===== config.mk =====
export PLATFORM = sky130hd
export DESIGN_NAME = program_loader
export DESIGN_NICKNAME = d
export VERILOG_FILES = /design/src/rtl/program_loader.sv
export SDC_FILE = /design/constraint.sdc
export NUM_CORES = 1
export LEC_CHECK = 0
export CAP_MARGIN = 20
export CORE_ASPECT_RATIO = 0.7
export CORE_UTILIZATION = 55
export CTS_BUF_LIST = sky130_fd_sc_hd__clkbuf_8
export CTS_CLUSTER_DIAMETER = 40
export DETAILED_ROUTE_END_ITERATION = 12
export GPL_TIMING_DRIVEN = 0
export MAX_ROUTING_LAYER = met4
export PLACE_DENSITY_LB_ADDON = 0.08
export SLEW_MARGIN = 20
export SYNTH_ARGS = -nofsm -noshare
export SYNTH_HDL_FRONTEND = slang
export SYNTH_SLANG_ARGS = --single-unit

===== constraint.sdc =====
create_clock -name clk -period 3.5 [get_ports clk]
set_input_delay 0.525 -clock clk [delete_from_list [all_inputs] [get_ports clk]]
set_output_delay 0.525 -clock clk [all_outputs]
set_load 0.005 [all_outputs]

===== src/rtl/program_loader.sv =====
// program_loader: boot-time stage that turns a byte stream into 32-bit
// instruction-memory writes and releases the processor once the image is in.
//
// Image: 16-bit word count N (MSB first), then N big-endian 32-bit words.
// Optional feature macro: LOADER_CHECKSUM_EN adds a trailing XOR checksum byte
// (XOR of all header and data bytes); a mismatch aborts the load.
//
// Ports:
//   clk, rst_n          clock (rising edge), asynchronous active-low reset
//   i_in_data/valid     stream byte and its valid
//   o_in_ready          loader accepts a byte this cycle
//   o_imem_wr_en        one-cycle instruction memory write strobe
//   o_imem_wr_addr      byte address BASE_ADDR + 4*index (wraps mod 2^32)
//   o_imem_wr_data      packed instruction word
//   o_words_loaded      words written so far
//   o_cpu_run           image complete, processor may run
//   o_error             sticky load abort
module program_loader #(
    parameter int unsigned ADDR_WIDTH = 8,
    parameter logic [31:0] BASE_ADDR  = 32'h0
) (
    input  logic                  clk,
    input  logic                  rst_n,
    input  logic [7:0]            i_in_data,
    input  logic                  i_in_valid,
    output logic                  o_in_ready,
    output logic                  o_imem_wr_en,
    output logic [31:0]           o_imem_wr_addr,
    output logic [31:0]           o_imem_wr_data,
    output logic [ADDR_WIDTH:0]   o_words_loaded,
    output logic                  o_cpu_run,
    output logic                  o_error
);

    localparam int unsigned CNT_W     = ADDR_WIDTH + 1;
    localparam int unsigned MAX_WORDS = 1 << ADDR_WIDTH;

    typedef enum logic [2:0] {
        S_HDR_HI = 3'd0,
        S_HDR_LO = 3'd1,
        S_DATA   = 3'd2,
`ifdef LOADER_CHECKSUM_EN
        S_CHK    = 3'd3,
`endif
        S_DONE   = 3'd4,
        S_ERR    = 3'd5
    } state_t;

`ifdef LOADER_CHECKSUM_EN
    localparam state_t S_FINAL = S_CHK;
`else
    localparam state_t S_FINAL = S_DONE;
`endif

    state_t             r_state;
    state_t             w_next;
    logic [7:0]         r_hdr_hi;
    logic [CNT_W-1:0]   r_n;
    logic [1:0]         r_byte_idx;
    logic [31:0]        r_word;
    logic [31:0]        r_wr_addr;
    logic [CNT_W-1:0]   r_words_loaded;
    logic               r_wr_en;
    logic               r_in_ready;
    logic               r_cpu_run;
    logic               r_error;
`ifdef LOADER_CHECKSUM_EN
    logic [7:0]         r_csum;
`endif

    logic               w_xfer;
    logic [15:0]        w_hdr_n;
    logic               w_last_word;
    logic               w_word_done;
    logic               w_in_ready_nxt;
    logic               w_cpu_run_nxt;
    logic               w_error_nxt;

    assign w_xfer      = i_in_valid & r_in_ready;
    assign w_hdr_n     = {r_hdr_hi, i_in_data};
    assign w_last_word = (CNT_W'(r_words_loaded + CNT_W'(1)) == r_n);
    assign w_word_done = (r_state == S_DATA) && w_xfer && (r_byte_idx == 2'd3);

    // State register
    always_ff @(posedge clk or negedge rst_n) begin
        if (!rst_n) begin
            r_state <= S_HDR_HI;
        end else begin
            r_state <= w_next;
        end
    end

    // Next-state logic
    always_comb begin
        w_next = r_state;
        case (r_state)
            S_HDR_HI: if (w_xfer) w_next = S_HDR_LO;
            S_HDR_LO: begin
                if (w_xfer) begin
                    if (w_hdr_n == 16'h0)
                        w_next = S_FINAL;
                    else if (32'(w_hdr_n) > MAX_WORDS)
                        w_next = S_ERR;
                    else
                        w_next = S_DATA;
                end
            end
            S_DATA: if (w_word_done && w_last_word) w_next = S_FINAL;
`ifdef LOADER_CHECKSUM_EN
            S_CHK: if (w_xfer) w_next = (i_in_data == r_csum) ? S_DONE : S_ERR;
`endif
            default: w_next = r_state;
        endcase
    end

    // Output decode on the next state so the status outputs can be registered
    always_comb begin
        w_in_ready_nxt = 1'b0;
        w_cpu_run_nxt  = 1'b0;
        w_error_nxt    = 1'b0;
        case (w_next)
            S_HDR_HI, S_HDR_LO, S_DATA: w_in_ready_nxt = 1'b1;
`ifdef LOADER_CHECKSUM_EN
            S_CHK:                      w_in_ready_nxt = 1'b1;
`endif
            S_DONE:                     w_cpu_run_nxt  = 1'b1;
            S_ERR:                      w_error_nxt    = 1'b1;
            default:                    w_in_ready_nxt = 1'b0;
        endcase
    end

    // Datapath and registered outputs; reset discards any partial word
    always_ff @(posedge clk or negedge rst_n) begin
        if (!rst_n) begin
            r_hdr_hi       <= 8'h0;
            r_n            <= '0;
            r_byte_idx     <= 2'd0;
            r_word         <= 32'h0;
            r_wr_addr      <= 32'h0;
            r_words_loaded <= '0;
            r_wr_en        <= 1'b0;
            r_in_ready     <= 1'b0;
            r_cpu_run      <= 1'b0;
            r_error        <= 1'b0;
`ifdef LOADER_CHECKSUM_EN
            r_csum         <= 8'h0;
`endif
        end else begin
            r_in_ready <= w_in_ready_nxt;
            r_cpu_run  <= w_cpu_run_nxt;
            r_error    <= w_error_nxt;
            r_wr_en    <= w_word_done;
            if (w_xfer) begin
                case (r_state)
                    S_HDR_HI: r_hdr_hi <= i_in_data;
                    S_HDR_LO: r_n      <= CNT_W'(w_hdr_n);
                    S_DATA: begin
                        r_word     <= {r_word[23:0], i_in_data};
                        r_byte_idx <= 2'(r_byte_idx + 2'd1);
                    end
                    default: ;
                endcase
`ifdef LOADER_CHECKSUM_EN
                if (r_state == S_HDR_HI || r_state == S_HDR_LO || r_state == S_DATA)
                    r_csum <= r_csum ^ i_in_data;
`endif
            end
            if (w_word_done) begin
                r_wr_addr      <= 32'(BASE_ADDR + (32'(r_words_loaded) << 2));
                r_words_loaded <= CNT_W'(r_words_loaded + CNT_W'(1));
            end
        end
    end

    assign o_in_ready     = r_in_ready;
    assign o_imem_wr_en   = r_wr_en;
    assign o_imem_wr_addr = r_wr_addr;
    assign o_imem_wr_data = r_word;
    assign o_words_loaded = r_words_loaded;
    assign o_cpu_run      = r_cpu_run;
    assign o_error        = r_error;

endmodule


======== Yosys cells after proc, flatten, opt, wreduce, memory -nomap -nowiden ========
Index checks and enable logic that the tools add are counted.
cells by class
  multiplexer cells ....................... 9
  magnitude comparators ................... 1
  equality and inequality tests ........... 8
  add/subtract/negate cells ............... 2
  bitwise gates (word level) .............. 1
  reduce and logical (&&, ||, !) cells .... 10
operators with widths
  cell                                                                   number
  16-bit by 9-bit > comparator with 1-bit output, second input constant  1
  16-bit logical NOT                                                     1
  3-bit two-way mux                                                      5
  9-bit by 1-bit adder with 9-bit output, second input constant          1
  9-bit equality test                                                    1
  3-bit case mux with 3 select lines                                     1
  3-bit by 1-bit equality test with 1-bit output, second input constant  2
  3-bit by 2-bit equality test with 1-bit output, second input constant  2
  3-bit equality test, second input constant                             2
  3-bit logical NOT                                                      2
  2-bit AND reduction                                                    3
  1-bit logical AND                                                      3
  1-bit two-way mux                                                      3
  3-bit OR reduction                                                     1
  2-bit by 1-bit adder with 2-bit output, second input constant          1
  2-bit equality test, second input constant                             1
  1-bit bitwise AND                                                      1
storage, ports and cells
  register bits ........................... 76
  bits of input ports ..................... 11
  logic and storage cells ................. 42

======== Logic depth before layout (Yosys ltp) ========
  depth after elaboration ................. 9
  mapped depth ............................ 7

======== Worst setup path before layout ========
Ideal clock, no wire load.
  path type ............................... flip-flop to flip-flop
  from .................................... reg r_words_loaded[1] (netlist: o_words_loaded[1])
  to ...................................... reg r_cpu_run (netlist: o_cpu_run)
  period minus slack after synthesis ...... 2036 ps
  arrival ................................. 1970 ps
  stages on the path, launching flop included .. 8
  setup time .............................. 66 ps
  path slack .............................. 1464 ps
  path buffers ............................ 1
  path through ............................ dfrtp_1 -> ha_1 -> buf_2 -> a21o_1 -> a311o_1 -> o41a_1 -> a2111oi_4 -> o21ba_1
on the way
  cells in the longest elaborated chain, start to end .. 7
ends and longest elaborated chain
  element                                 line  source
  start, declared                         62    logic [CNT_W-1:0] r_words_loaded;
  start signal, assigned                  170   r_words_loaded <= CNT_W'(r_words_loaded + CNT_W'(1));
  9-bit by 1-bit adder with 9-bit output  81    assign w_last_word = (CNT_W'(r_words_loaded + CNT_W'(1)) == r_n);
  9-bit equality test                     81
  1-bit logical AND                       108   S_DATA: if (w_word_done && w_last_word) w_next = S_FINAL;
  3-bit two-way mux                       108
  3-bit case mux with 3 select lines      96    case (r_state)
  3-bit equality test                     121   case (w_next)
  1-bit two-way mux                       121
  net w_cpu_run_nxt                       76    logic w_cpu_run_nxt;
  end signal, assigned                    150   r_cpu_run <= w_cpu_run_nxt;
  end, declared                           65    logic r_cpu_run;
The timed path passes the listed nets, and every way through them passes these cells.
A chain may end at the register's enable or synchronous reset.

======== Worst setup path in the final report ========
Same ends and word-level chain as after synthesis.

==> metrics.txt <==
status completed; crit end category flip-flop; Max-slew headroom between 50% and 60%; slowest CP cell a2111oi_4; worst-path cell chain ha_1 > buf_2 > a21o_1 > a311o_1 > o41a_1 > a2111oi_4 > o21ba_1; post-synth cell types just under 50; synth top area cells dfrtp_1 55%, mux2_2 10%, mux2_1 9.4%, buf_4 5.2%, xnor2_1 3.0%; Min-Delay Path Class in2async; crit path DAT around 2600 ps; # hold bufs at CTS 0; Post-synth EDFFs 0; hold slack roughly 56 ps; Register Area 1900 sq um; maxcap violations 0; Final Slew Violations 0; Critical R2R Launch o_words_loaded[1]$_DFFE_PN0P_; CTS root buf clkbuf_8; RSZ-0062 raised after global routing false; Worst setup SP type flip-flop; CTS-repair resized insts 0; FF-to-FF End o_cpu_run$_DFF_PN0_; ys async rst share 100%; area of the core just under 6000 sq um; nets around 360; CP Max Fanout 10; num rows 23; r2r setup slk about 1200 ps; Yosys reg bits 76; fin cells 430; register area share after synthesis a little over half; Post-Place Worst Slack about 900 ps; Initial Utilization between 50% and 60%; post-route minimum period around 2300 ps; CTS Buf Count 9; P_leak around 0.0022 uW; critical path capture point o_cpu_run$_DFF_PN0_; cell count after synthesis approximately 250; Die Ht 68.6 um; Synth Area in Simple Gates between 8 and 9%; GR Util All Layers a little under a quarter; worst endpoint required time about 3800 ps; multi-input logic area roughly 1400 sq um; # diodes 0; ys flop type dfrtp_1; delay-heaviest family, CP compound AO/OA/AOI/OAI gates; largest net degree at the start of global routing 60; cell with the most instances after synthesis dfrtp_1; post-synth top area cell dfrtp_1; postcts setup bufs 0; Max Buffers Root-to-Sink 2; layout filler cell count about 390; drt first pass iters 4; share of layout cells above drive strength 1 25.4%; CTS clk-pin slew, worst paths about 70 ps; Setup crit start o_words_loaded[1]$_DFFE_PN0P_; Clock Latency Late Sink ~340 ps; average routed wire per standard cell 15.8 um; synth cell count leaders 76 x dfrtp_1, 31 x mux2_2, 29 x mux2_1; Worst-Margin Slew 651 ps; Crit Path Class reg2reg; Worst R2R Path Depth 7; largest family of logic cells by synthesized area multiplexers; Detailed Place HPWL about 4.8 mm; final setup margin around 1200 ps; H-tree depth 3; I/O Pins approximately 90; Mapped Area 3480 sq um; drt initial violations 65; Post-Route WL just under 7 mm; Final GP Congestion between 0.7 and 0.8; die width just under 100 um; final setup vio count 0; first-pass GRT wire length between 10 and 15 mm; number of global-route vias before repair 2147; CTS tree yes; Clock Sink Count 76; Critical Path Stages 7; full die area between 6000 and 7000 sq um; Tcrit/Tclk final between 60% and 70%; WP buf/inv 1; initial antenna violation count 0; post-synth top area share 54.6%; yosys warns 0; Synth Area per Inst ~14 sq um; synth-to-layout area growth 30.2%; skew final around 5.1 ps; CP max stage delay between 400 and 500 ps; post-synthesis xor/xnor area fraction 5.03%; post-synthesis mux area share a little under 20%; final-report hold violation count 0; placed insts between 400 and 500; Via Count 2236; via density per instance 5.20; count of input and output buffers 64; VDD IR max about 0.35 mV; Synth Area in Compound Gates approximately 5.2%; Adder-Cell Fraction of Synth Area less than 1%; fmax approximately 440 MHz; Final ANT Viol Nets 0; power density cells around 470 nW/um^2; # DRC 0; total gr overflow 0
area by class of cell:
| type | instances | share of cell area (%) |
|---|---|---|
| Buffer | 35 | 5.30 |
| Clock buffer | 12 | 3.64 |
| Clock inverter | 3 | 0.994 |
| Multi-Input combinational cell | 164 | 31.4 |
| Sequential cell | 76 | 42.0 |
| Tap cell | 75 | 2.07 |
| Timing Repair Buffer | 65 | 14.7 |
how the worst min path moves through the flow:
stage	end	depth (start not counted)	start	slack, ps
floorplan	o_cpu_run$_DFF_PN0_	0	rst_n	230
global placement	r_byte_idx[0]$_DFFE_PN0P_	1	r_byte_idx[0]$_DFFE_PN0P_	470
detailed placement	o_imem_wr_en$_DFF_PN0_	1	rst_n	420
CTS	o_imem_wr_en$_DFF_PN0_	1	rst_n	40
global route	o_imem_wr_en$_DFF_PN0_	1	rst_n	50
finish	o_imem_wr_en$_DFF_PN0_	1	rst_n	60
cells by family after synthesis:
| family | Yosys count |
|---|---|
| adder cells (fa/ha/maj) | 2 |
| AND/OR/NAND/NOR | 41 |
| flip-flops | 76 |
| other | 1 |
| multiplexers | 60 |
| AO/OA/AOI/OAI | 18 |
| buffers and inverters | 35 |
| XOR/XNOR | 20 |
metrics by stage:
| step | cell area (sq um) | utilization [%] | TNS (ps) | power [uW] |
|---|---|---|---|---|
| after floorplan | 3560 | - | 0 | 1340 |
| after global placement | 4300 | 72.9 | -51260 | 1440 |
| after detailed placement | 4320 | 73.3 | 0 | 1460 |
| after CTS | 4530 | 76.8 | 0 | 2160 |
| after global routing | 4530 | 76.8 | 0 | 2240 |
| final | 4530 | 76.8 | 0 | 2140 |
sequential cells by signal, summed over array words and instances, names as in the netlist:
signal / count
o_imem_wr_addr: 9
o_error: 1
o_imem_wr_data: 32
r_byte_idx: 2
r_n: 9
r_hdr_hi: 8
o_imem_wr_en: 1
r_state: 3
o_in_ready: 1
o_cpu_run: 1
o_words_loaded: 9
metal layers:
metal  vias up  track usage [%]  routed length (um)
li1       1052                -                   -
met1      1108             30.3                3280
met2        69             32.7                3090
met3         7             7.86                 343
met4         0             8.02                  76
met5         -                -                   0
cell usage in the layout, fill, tap and decap left out, types with 2 or more instances in the layout:
| cell | Yosys | routed |
|---|---|---|
| nand3_1 | 6 | 6 |
| o21a_1 | 3 | 3 |
| clkinvlp_4 | 0 | 2 |
| and2_1 | 2 | 2 |
| nand2_1 | 6 | 6 |
| nand4_1 | 3 | 3 |
| or4_1 | 2 | 2 |
| nor2_1 | 3 | 3 |
| clkdlybuf4s50_1 | 0 | 63 |
| xnor2_1 | 12 | 12 |
| dfrtp_1 | 76 | 76 |
| conb_1 | 1 | 23 |
| ha_1 | 2 | 2 |
| clkbuf_8 | 0 | 12 |
| buf_4 | 24 | 25 |
| xor2_1 | 8 | 8 |
| buf_2 | 9 | 9 |
| or3_1 | 2 | 2 |
| mux2_1 | 29 | 29 |
| mux2_2 | 31 | 31 |
| and3_1 | 3 | 3 |
power breakdown:
| group | internal, uW | switching, uW | total [uW] |
|---|---|---|---|
| Sequential | 992 | 86.1 | 1080 |
| Clock | 384 | 308 | 692 |
| Combinational | 206 | 162 | 368 |
| Total | 1580 | 557 | 2140 |
No activity file was read; power rests on OpenSTA's default activity.
